**src/rtl/screen_phase_ctrl_pkg.sv**
```systemverilog
// Shared phase encodings and overlay masks for the screen-phase sequencer.
// The compositor decodes the same MASK_* values.
package screen_phase_ctrl_pkg;

  localparam logic [1:0] MASK_SELECT = 2'b01;
  localparam logic [1:0] MASK_GAME   = 2'b00;
  localparam logic [1:0] MASK_RESULT = 2'b10;

  typedef enum logic [1:0] {
    ST_SELECT    = 2'd0,
    ST_COUNTDOWN = 2'd1,
    ST_GAME      = 2'd2,
    ST_RESULT    = 2'd3
  } phase_t;

  function automatic logic [1:0] phase_mask(input phase_t p);
    case (p)
      ST_SELECT:    phase_mask = MASK_SELECT;
      ST_COUNTDOWN: phase_mask = MASK_SELECT;
      ST_GAME:      phase_mask = MASK_GAME;
      ST_RESULT:    phase_mask = MASK_RESULT;
      default:      phase_mask = MASK_SELECT;
    endcase
  endfunction

endpackage

```
**src/rtl/screen_phase_ctrl_frame_timer.sv**
```systemverilog
// Loadable frame down-counter shared by the countdown and result hold.
// Clear beats load beats decrement; it never wraps below zero.
module screen_phase_ctrl_frame_timer #(
  parameter int CNT_W = 9
) (
  input  logic             clk,
  input  logic             rst_n,
  input  logic             clr,
  input  logic             load,
  input  logic             dec,
  input  logic [CNT_W-1:0] load_val,
  output logic [CNT_W-1:0] count,
  output logic             zero
);

  always_ff @(posedge clk or negedge rst_n) begin
    if (!rst_n) begin
      count <= '0;
    end else if (clr) begin
      count <= '0;
    end else if (load) begin
      count <= load_val;
    end else if (dec && count != '0) begin
      count <= count - 1'b1;
    end
  end

  assign zero = (count == '0);

endmodule

```
**src/rtl/screen_phase_ctrl.sv**
```systemverilog
// Frame-synchronous screen-phase sequencer: SELECT, COUNTDOWN, GAME, RESULT.
// Events are latched between frame ticks and consumed only at a tick.
module screen_phase_ctrl
  import screen_phase_ctrl_pkg::*;
#(
  parameter int COUNTDOWN_FRAMES = 180,
  parameter int RESULT_FRAMES    = 300,
  parameter int CNT_W            = 9
) (
  input  logic             clk,
  input  logic             rst_n,
  input  logic             frame_tick,
  input  logic             confirm,
  input  logic             game_over,
  input  logic             abort,
  output logic [1:0]       enable,
  output logic             game_run,
  output logic             game_start,
  output logic [CNT_W-1:0] frames_left
);

  localparam logic [CNT_W-1:0] CD_LOAD =
    CNT_W'(COUNTDOWN_FRAMES - 1);
  localparam logic [CNT_W-1:0] RS_LOAD =
    CNT_W'(RESULT_FRAMES - 1);

  phase_t           phase_q, phase_d;
  logic             cnf_p, ovr_p, abt_p;
  logic             cnf, ovr, abt;
  logic             t_clr, t_load, t_dec, t_zero;
  logic [CNT_W-1:0] t_val;
  logic             start_d;
  logic [1:0]       en_q;
  logic             run_q, start_q;

  // A pulse landing on the tick itself is consumed by that tick.
  assign cnf = cnf_p | confirm;
  assign ovr = ovr_p | game_over;
  assign abt = abt_p | abort;

  always_ff @(posedge clk or negedge rst_n) begin
    if (!rst_n) begin
      cnf_p <= 1'b0;
      ovr_p <= 1'b0;
      abt_p <= 1'b0;
    end else if (frame_tick) begin
      cnf_p <= 1'b0;
      ovr_p <= 1'b0;
      abt_p <= 1'b0;
    end else begin
      cnf_p <= cnf;
      ovr_p <= ovr;
      abt_p <= abt;
    end
  end

  always_comb begin
    phase_d = phase_q;
    t_clr   = 1'b0;
    t_load  = 1'b0;
    t_dec   = 1'b0;
    t_val   = '0;
    start_d = 1'b0;
    if (frame_tick) begin
      if (abt) begin
        phase_d = ST_SELECT;
        t_clr   = 1'b1;
      end else begin
        case (phase_q)
          ST_SELECT: if (cnf) begin
            phase_d = ST_COUNTDOWN;
            t_load  = 1'b1;
            t_val   = CD_LOAD;
          end
          ST_COUNTDOWN: if (t_zero) begin
            phase_d = ST_GAME;
            start_d = 1'b1;
          end else begin
            t_dec = 1'b1;
          end
          ST_GAME: if (ovr) begin
            phase_d = ST_RESULT;
            t_load  = 1'b1;
            t_val   = RS_LOAD;
          end
          ST_RESULT: if (cnf || t_zero) begin
            phase_d = ST_SELECT;
            t_clr   = 1'b1;
          end else begin
            t_dec = 1'b1;
          end
          default: begin
            phase_d = ST_SELECT;
            t_clr   = 1'b1;
          end
        endcase
      end
    end
  end

  always_ff @(posedge clk or negedge rst_n) begin
    if (!rst_n) begin
      phase_q <= ST_SELECT;
      en_q    <= MASK_SELECT;
      run_q   <= 1'b0;
      start_q <= 1'b0;
    end else begin
      phase_q <= phase_d;
      en_q    <= phase_mask(phase_d);
      run_q   <= (phase_d == ST_GAME);
      start_q <= start_d;
    end
  end

  screen_phase_ctrl_frame_timer #(
    .CNT_W(CNT_W)
  ) u_timer (
    .clk     (clk),
    .rst_n   (rst_n),
    .clr     (t_clr),
    .load    (t_load),
    .dec     (t_dec),
    .load_val(t_val),
    .count   (frames_left),
    .zero    (t_zero)
  );

  assign enable     = en_q;
  assign game_run   = run_q;
  assign game_start = start_q;

endmodule

```
**config.mk**
```make
export PLATFORM = sky130hd
export DESIGN_NAME = screen_phase_ctrl
export DESIGN_NICKNAME = d
export VERILOG_FILES = /design/src/rtl/screen_phase_ctrl_pkg.sv /design/src/rtl/screen_phase_ctrl_frame_timer.sv /design/src/rtl/screen_phase_ctrl.sv
export SDC_FILE = /design/constraint.sdc
export NUM_CORES = 1
export LEC_CHECK = 0
export CAP_MARGIN = 15
export CORE_UTILIZATION = 50
export DETAILED_ROUTE_END_ITERATION = 12
export PLACE_DENSITY = 0.77
export SLEW_MARGIN = 40
export SYNTH_ARGS = -nofsm -noshare
export SYNTH_HDL_FRONTEND = slang
export SYNTH_SLANG_ARGS = --single-unit
```
**constraint.sdc**
```tcl
create_clock -name clk -period 2.5 [get_ports clk]
set_clock_uncertainty 0.1 [all_clocks]
set_input_delay 0.5 -clock clk [delete_from_list [all_inputs] [get_ports clk]]
set_output_delay 0.5 -clock clk [all_outputs]
set_load 0.01 [all_outputs]
```
; Word-level counts from Yosys, hierarchy flattened
; Index checks and enable logic that the tools add are counted.
[word_totals]
regBits = 18
latch_bits = 0
mem_bits_rw = 0
rom_bits = 0
in_bits = 6
out_inout_bits = 13
wordCells = 63
memories = 0
[op_classes]
addsub = 1
mul = 0
div_mod_pow = 0
order_cmp = 0
n_eq_ne = 6
shifts = 0
muxes = 37
bitwise = 3
n_reduce_logical = 8
[ops]
columns = op, n
row1 = 9-bit 2-to-1 mux, 6
row2 = 1-bit 2-to-1 mux, 19
row3 = 9-bit case mux with 2 select lines, 1
row4 = 2-bit 2-to-1 mux, 6
row5 = 9-bit zero test, 1
row6 = 9-bit nonzero test, 1
row7 = 9-bit by 1-bit subtractor with 9-bit output (second input constant), 1
row8 = 2-bit == test (second input constant), 4
row9 = 8-bit 2-to-1 mux, 1
row10 = 2-bit case mux with 4 select lines, 1
row11 = 2-bit case mux with 3 select lines, 1
row12 = 2-bit by 1-bit == test with 1-bit output (second input constant), 2
row13 = 2-bit zero test, 2
row14 = 1-bit case mux with 2 select lines, 2
row15 = 1-bit bitwise OR, 3
row16 = 3-bit nonzero test, 1
row17 = 2-bit OR reduction, 1
row18 = 1-bit logical AND, 1
row19 = 1-bit logical OR, 1

; Logic depth before layout (Yosys ltp)
[logic_depth]
word_depth = 10
depth_mapped = 7
depth_no_buf = 7

; By module
; A second synthesis with hierarchy kept.
[unflattened]
hier_cells = 100
hier_area_um2 = 1038.5
[by_module_without_submodules]
columns = module, n_inst, cells_per_inst, area_per_inst_um2, seq_area_each_um2
row1 = screen_phase_ctrl_frame_timer, 1, 63, 644.4, 225.2
row2 = screen_phase_ctrl, 1, 37, 394.1, 226.5

; Worst setup path before layout
; No wires, ideal clock.
[synth_path]
kind = in2reg
from = input abort
to = register u_timer.count[7]
setup_ns = 0.121
arrival_ns = 1.685
required_time_ns = 2.279
slack_ns = 0.594
stages = 5
n_path_buf = 0
path_cell_list = or4b_4 a211oi_4 a221o_4 a41oi_2 o22a_1
[synth_via]
elab_chain_len = 5
word_cells_on_any_way = 13
cone_classes = 10 x mux / 1 x bitwise / 2 x reduce/logical
[synth_rtl]
columns = item, line_no
row1 = from (decl), screen_phase_ctrl.sv:15  ; input logic abort,
row2 = 1-bit bitwise OR (*), screen_phase_ctrl.sv:39  ; assign abt = abt_p | abort;
row3 = 9-bit 2-to-1 mux or 1-bit 2-to-1 mux (tied branches), screen_phase_ctrl.sv:65  ; if (abt) begin
row4 = 9-bit 2-to-1 mux or 1-bit 2-to-1 mux (tied branches), screen_phase_ctrl.sv:64  ; if (frame_tick) begin
row5 = 9-bit 2-to-1 mux or 1-bit logical AND (tied branches), "screen_phase_ctrl_frame_timer.sv:21, screen_phase_ctrl_frame_timer.sv:23"
row6 = 9-bit 2-to-1 mux or 3-bit nonzero test (tied branches), --
row7 = to (signal assigned), screen_phase_ctrl_frame_timer.sv:22  ; count <= load_val;
row8 = to (signal assigned), screen_phase_ctrl_frame_timer.sv:24  ; count <= count - 1'b1;
row9 = to (decl), screen_phase_ctrl_frame_timer.sv:12  ; output logic [CNT_W-1:0] count,
; Mark *: on every way between the ends. The rest lies on a longest branch, timed or not.
; A chain may end at the register's enable or synchronous reset.

; Final worst setup path
[layout_path]
from = register u_timer.count[0]
to = register u_timer.count[4]
[layout_via]
elab_chain_len = 8
word_cells_on_any_way = 18
cone_classes = 1 x add/sub / 12 x mux / 5 x reduce/logical
[layout_rtl]
columns = item, line_no
row1 = 9-bit zero test, screen_phase_ctrl_frame_timer.sv:28  ; assign zero = (count == '0);
row2 = 1-bit logical OR, screen_phase_ctrl.sv:86  ; ST_RESULT: if (cnf || t_zero) begin
row3 = 1-bit 2-to-1 mux, screen_phase_ctrl.sv:86
row4 = 1-bit case mux with 2 select lines, screen_phase_ctrl.sv:69  ; case (phase_q)
row5 = 1-bit 2-to-1 mux, screen_phase_ctrl.sv:65
row6 = 1-bit 2-to-1 mux, screen_phase_ctrl.sv:64
row7 = 1-bit logical AND, screen_phase_ctrl_frame_timer.sv:23  ; end else if (dec && count != '0) begin
row8 = 3-bit nonzero test (no line), --
; Several ways; a longest one is shown, not always the timed one. The select of a mux whose other input is x is not followed.

==> metrics.md <==
| Metric | Value |
|---|---|
| Status | `complete, no violations` |
| CP Launch Point | `u_timer.count[0]$_DFFE_PN0P_` |
| Post-route cell area | `between 1000 and 1500 um^2` |
| Crit end category | `flip-flop` |
| RSZ-0062 raised after global routing | `no` |
| Synth warn | `0` |
| Drt initial violations | `12` |
| Layout cells sized above 1 | `0.168` |
| End of the critical path | `u_timer.count[4]$_DFFE_PN0P_` |
| Reg2reg end | `u_timer.count[4]$_DFFE_PN0P_` |
| CP Cell Sequence | `inv_1, ha_1, nor4b_1, nand2_1, a21oi_2, a21oi_1, o22a_1` |
| Crit path max-delay family | `compound AO/OA/AOI/OAI gates` |
| Top cell type's share of synthesized area | `0.424` |
| Root Buffer | `clkbuf_4` |
| Largest area contributor in the netlist | `dfrtp_1` |
| I/O Buffers | `18` |
| CTS resizes | `0` |
| Static Leak | `approximately 0.53 nW` |
| Placed Area | `roughly 1200 um^2` |
| FF-to-FF path depth | `7` |
| First-pass GRT wire length | `3710 um` |
| Comb pwr share | `0.379` |
| Largest net degree at the start of global routing | `19` |
| Die W | `~47 um` |
| Initial Util | `0.557` |
| Setup bufs post-CTS | `0` |
| Routed Antenna Nets | `0` |
| PwrDens | `~740 nW/um^2` |
| Top cells by count, synth | `dfrtp_1 (17), nor2_1 (13), a21oi_1 (9)` |
| Clk slew on worst S/H paths | `0.11 ns` |
| Crit path max fanout | `7` |
| Yosys reg bits | `18` |
| Num CTS Buffers | `3` |
| Worst Hold Class | `input port to asynchronous set/reset pin` |
| ANT cells | `0` |
| WL per Instance | `between 15 and 20 um` |
| Final #Nets | `128` |
| Total gr overflow | `0` |
| Hold Buf Count CTS | `0` |
| Register area share after synthesis | `0.450` |
| Req. time, crit path | `between 2 and 3 ns` |
| Rel. slew slack | `0.691` |
| GPL Wtd Cong | `roughly 0.89` |
| Crit-path slowest cell | `dfrtp_1` |
| Sink Count | `18` |
| H-tree depth | `1` |
| Prevailing post-synth register cell | `dfrtp_1` |
| Worst vdd ir | `~0.50 mV` |
| Via count | `just under 900` |
| R2R Setup Slk | `about 0.28 ns` |
| Top Ports | `19` |
| Slowest stage delay, CP | `~0.43 ns` |
| Vias in the first global route | `~800` |
| Overall Power | `about 0.93 mW` |
| Clock Path Buffers | `2` |
| Syn_nets | `between 100 and 150` |
| Count leader, synth | `dfrtp_1` |
| Worst path bufs/invs | `1` |
| Flop pwr share | `0.424` |
| Worst-margin pin slew | `0.463 ns` |
| Initial antenna violation count | `0` |
| Dominant cells by area after synthesis | `dfrtp_1 (42%), nor2_1 (4.9%), a21oi_1 (4.5%), nor3_2 (3.0%), dfstp_2 (2.6%)` |
| Syn Std Cell Area | `roughly 1000 um^2` |
| Area of the die | `2190 um^2` |
| DRC viols | `0` |
| Sw Ratio | `0.370` |
| Die Y | `about 47 um` |
| Area Overhead vs Synth | `25.9%` |
| Core area | `~1800 um^2` |
| Final HPWL DP | `1670 um` |
| Number of cells on the critical path | `7` |
| Crit start category | `flip-flop` |
| Vias per inst | `6.18` |
| Final setup TNS | `0 ns` |
| Number of synthesized flops with an enable pin | `0` |
| Critical Path AT | `around 2.3 ns` |
| Dpl cells | `140` |
| R2R Path Start | `u_timer.count[0]$_DFFE_PN0P_` |
| Clock power share | `0.197` |
| Synth async-reset ratio | `1.00` |
| Min Tclk post-route | `roughly 2.2 ns` |
| # setup viols final | `0` |
| Internal Power | `roughly 0.6 mW` |
| DRT Pass-1 Iters | `4` |
| Hold violation count in the final report | `0` |
| Post-synth cell types | `between 40 and 50` |
| Final period util | `0.889` |
| Fmax | `~450 MHz` |
| Final Non-Filler Cells | `144` |
| Max cap viols | `0` |
| Synth Instances | `96` |
| Worst setup margin | `around 0.28 ns` |
| Final Max Tran Viols | `0` |
| Post-Place Setup Slack | `~0.039 ns` |
| Final Util | `0.701` |
| Kind of critical path | `flip-flop to flip-flop` |
| Sw Pwr | `about 0.35 mW` |
| Core Rows | `15` |
| Routed wire length | `roughly 2200 um` |
| Clk_lat worst skew | `0.30 ns` |
| CTS tree | `built` |
| GRT Total Usage | `0.246` |
| Hold Slack | `~0.41 ns` |
| Mean Syn Cell Area | `roughly 10 um^2` |
registers in the layout, summed over array words and instances, names as in the netlist:
register	count
game_start	1
phase_q	2
u_timer.count	9
cnf_p	1
abt_p	1
ovr_p	1
game_run	1
enable	2
kinds of logic (layout without fill, tap and decap cells):
group,after synthesis,after routing,synth area share
AND/OR/NAND/NOR,39,39,0.237
AO/OA/AOI/OAI,28,28,0.232
flip-flops,18,18,0.450
buffers and inverters,5,28,0.0212
XOR/XNOR,4,4,0.0349
adder cells (fa/ha/maj),2,2,0.0249
cells in the final DEF (no fill, tap or decap), drive strengths merged, types with 3 or more instances in the layout:
| master | n |
|---|---|
| clkdlybuf4s50 | 18 |
| dfrtp | 17 |
| nor2 | 13 |
| a21oi | 11 |
| nor3 | 7 |
| nand2 | 5 |
| clkbuf | 4 |
| inv | 3 |
| buf | 3 |
power by group through the flow:
stage	Sequential (mW)	Clock, mW	Combinational, mW
2_1_floorplan	0.400	0	0.204
3_3_place_gp	0.397	0	0.340
3_5_place_dp	0.400	0	0.347
4_1_cts	0.394	0.187	0.352
5_1_grt	0.403	0.199	0.388
6_report	0.396	0.184	0.354
area by class of cell:
cell class	instances	area [um^2]
Multi-Input combinational cell	73	531
Timing Repair Buffer	21	203
Clock buffer	4	36.3
Sequential cell	18	452
Inverter	3	11.3
Tap cell	25	31.3
Fill cell	148	538
metal layers:
layer / track usage / wire (um) / vias up
li1: - / - / 401
met1: 0.356 / 963 / 443
met2: 0.361 / 1080 / 44
met3: 0.0462 / 176 / 2
met4: 0.109 / 20 / 0
met5: 0 / 0 / -
worst min path at each step:
stage / start / end / slack (ns)
6_report: rst_n / cnf_p$_DFF_PN0_ / 0.41
3_3_place_gp: ovr_p$_DFF_PN0_ / ovr_p$_DFF_PN0_ / 0.41
5_1_grt: rst_n / ovr_p$_DFF_PN0_ / 0.44
2_1_floorplan: rst_n / abt_p$_DFF_PN0_ / 0.10
4_1_cts: rst_n / cnf_p$_DFF_PN0_ / 0.42
3_5_place_dp: ovr_p$_DFF_PN0_ / ovr_p$_DFF_PN0_ / 0.42
Power figures use the tool's default switching activity.
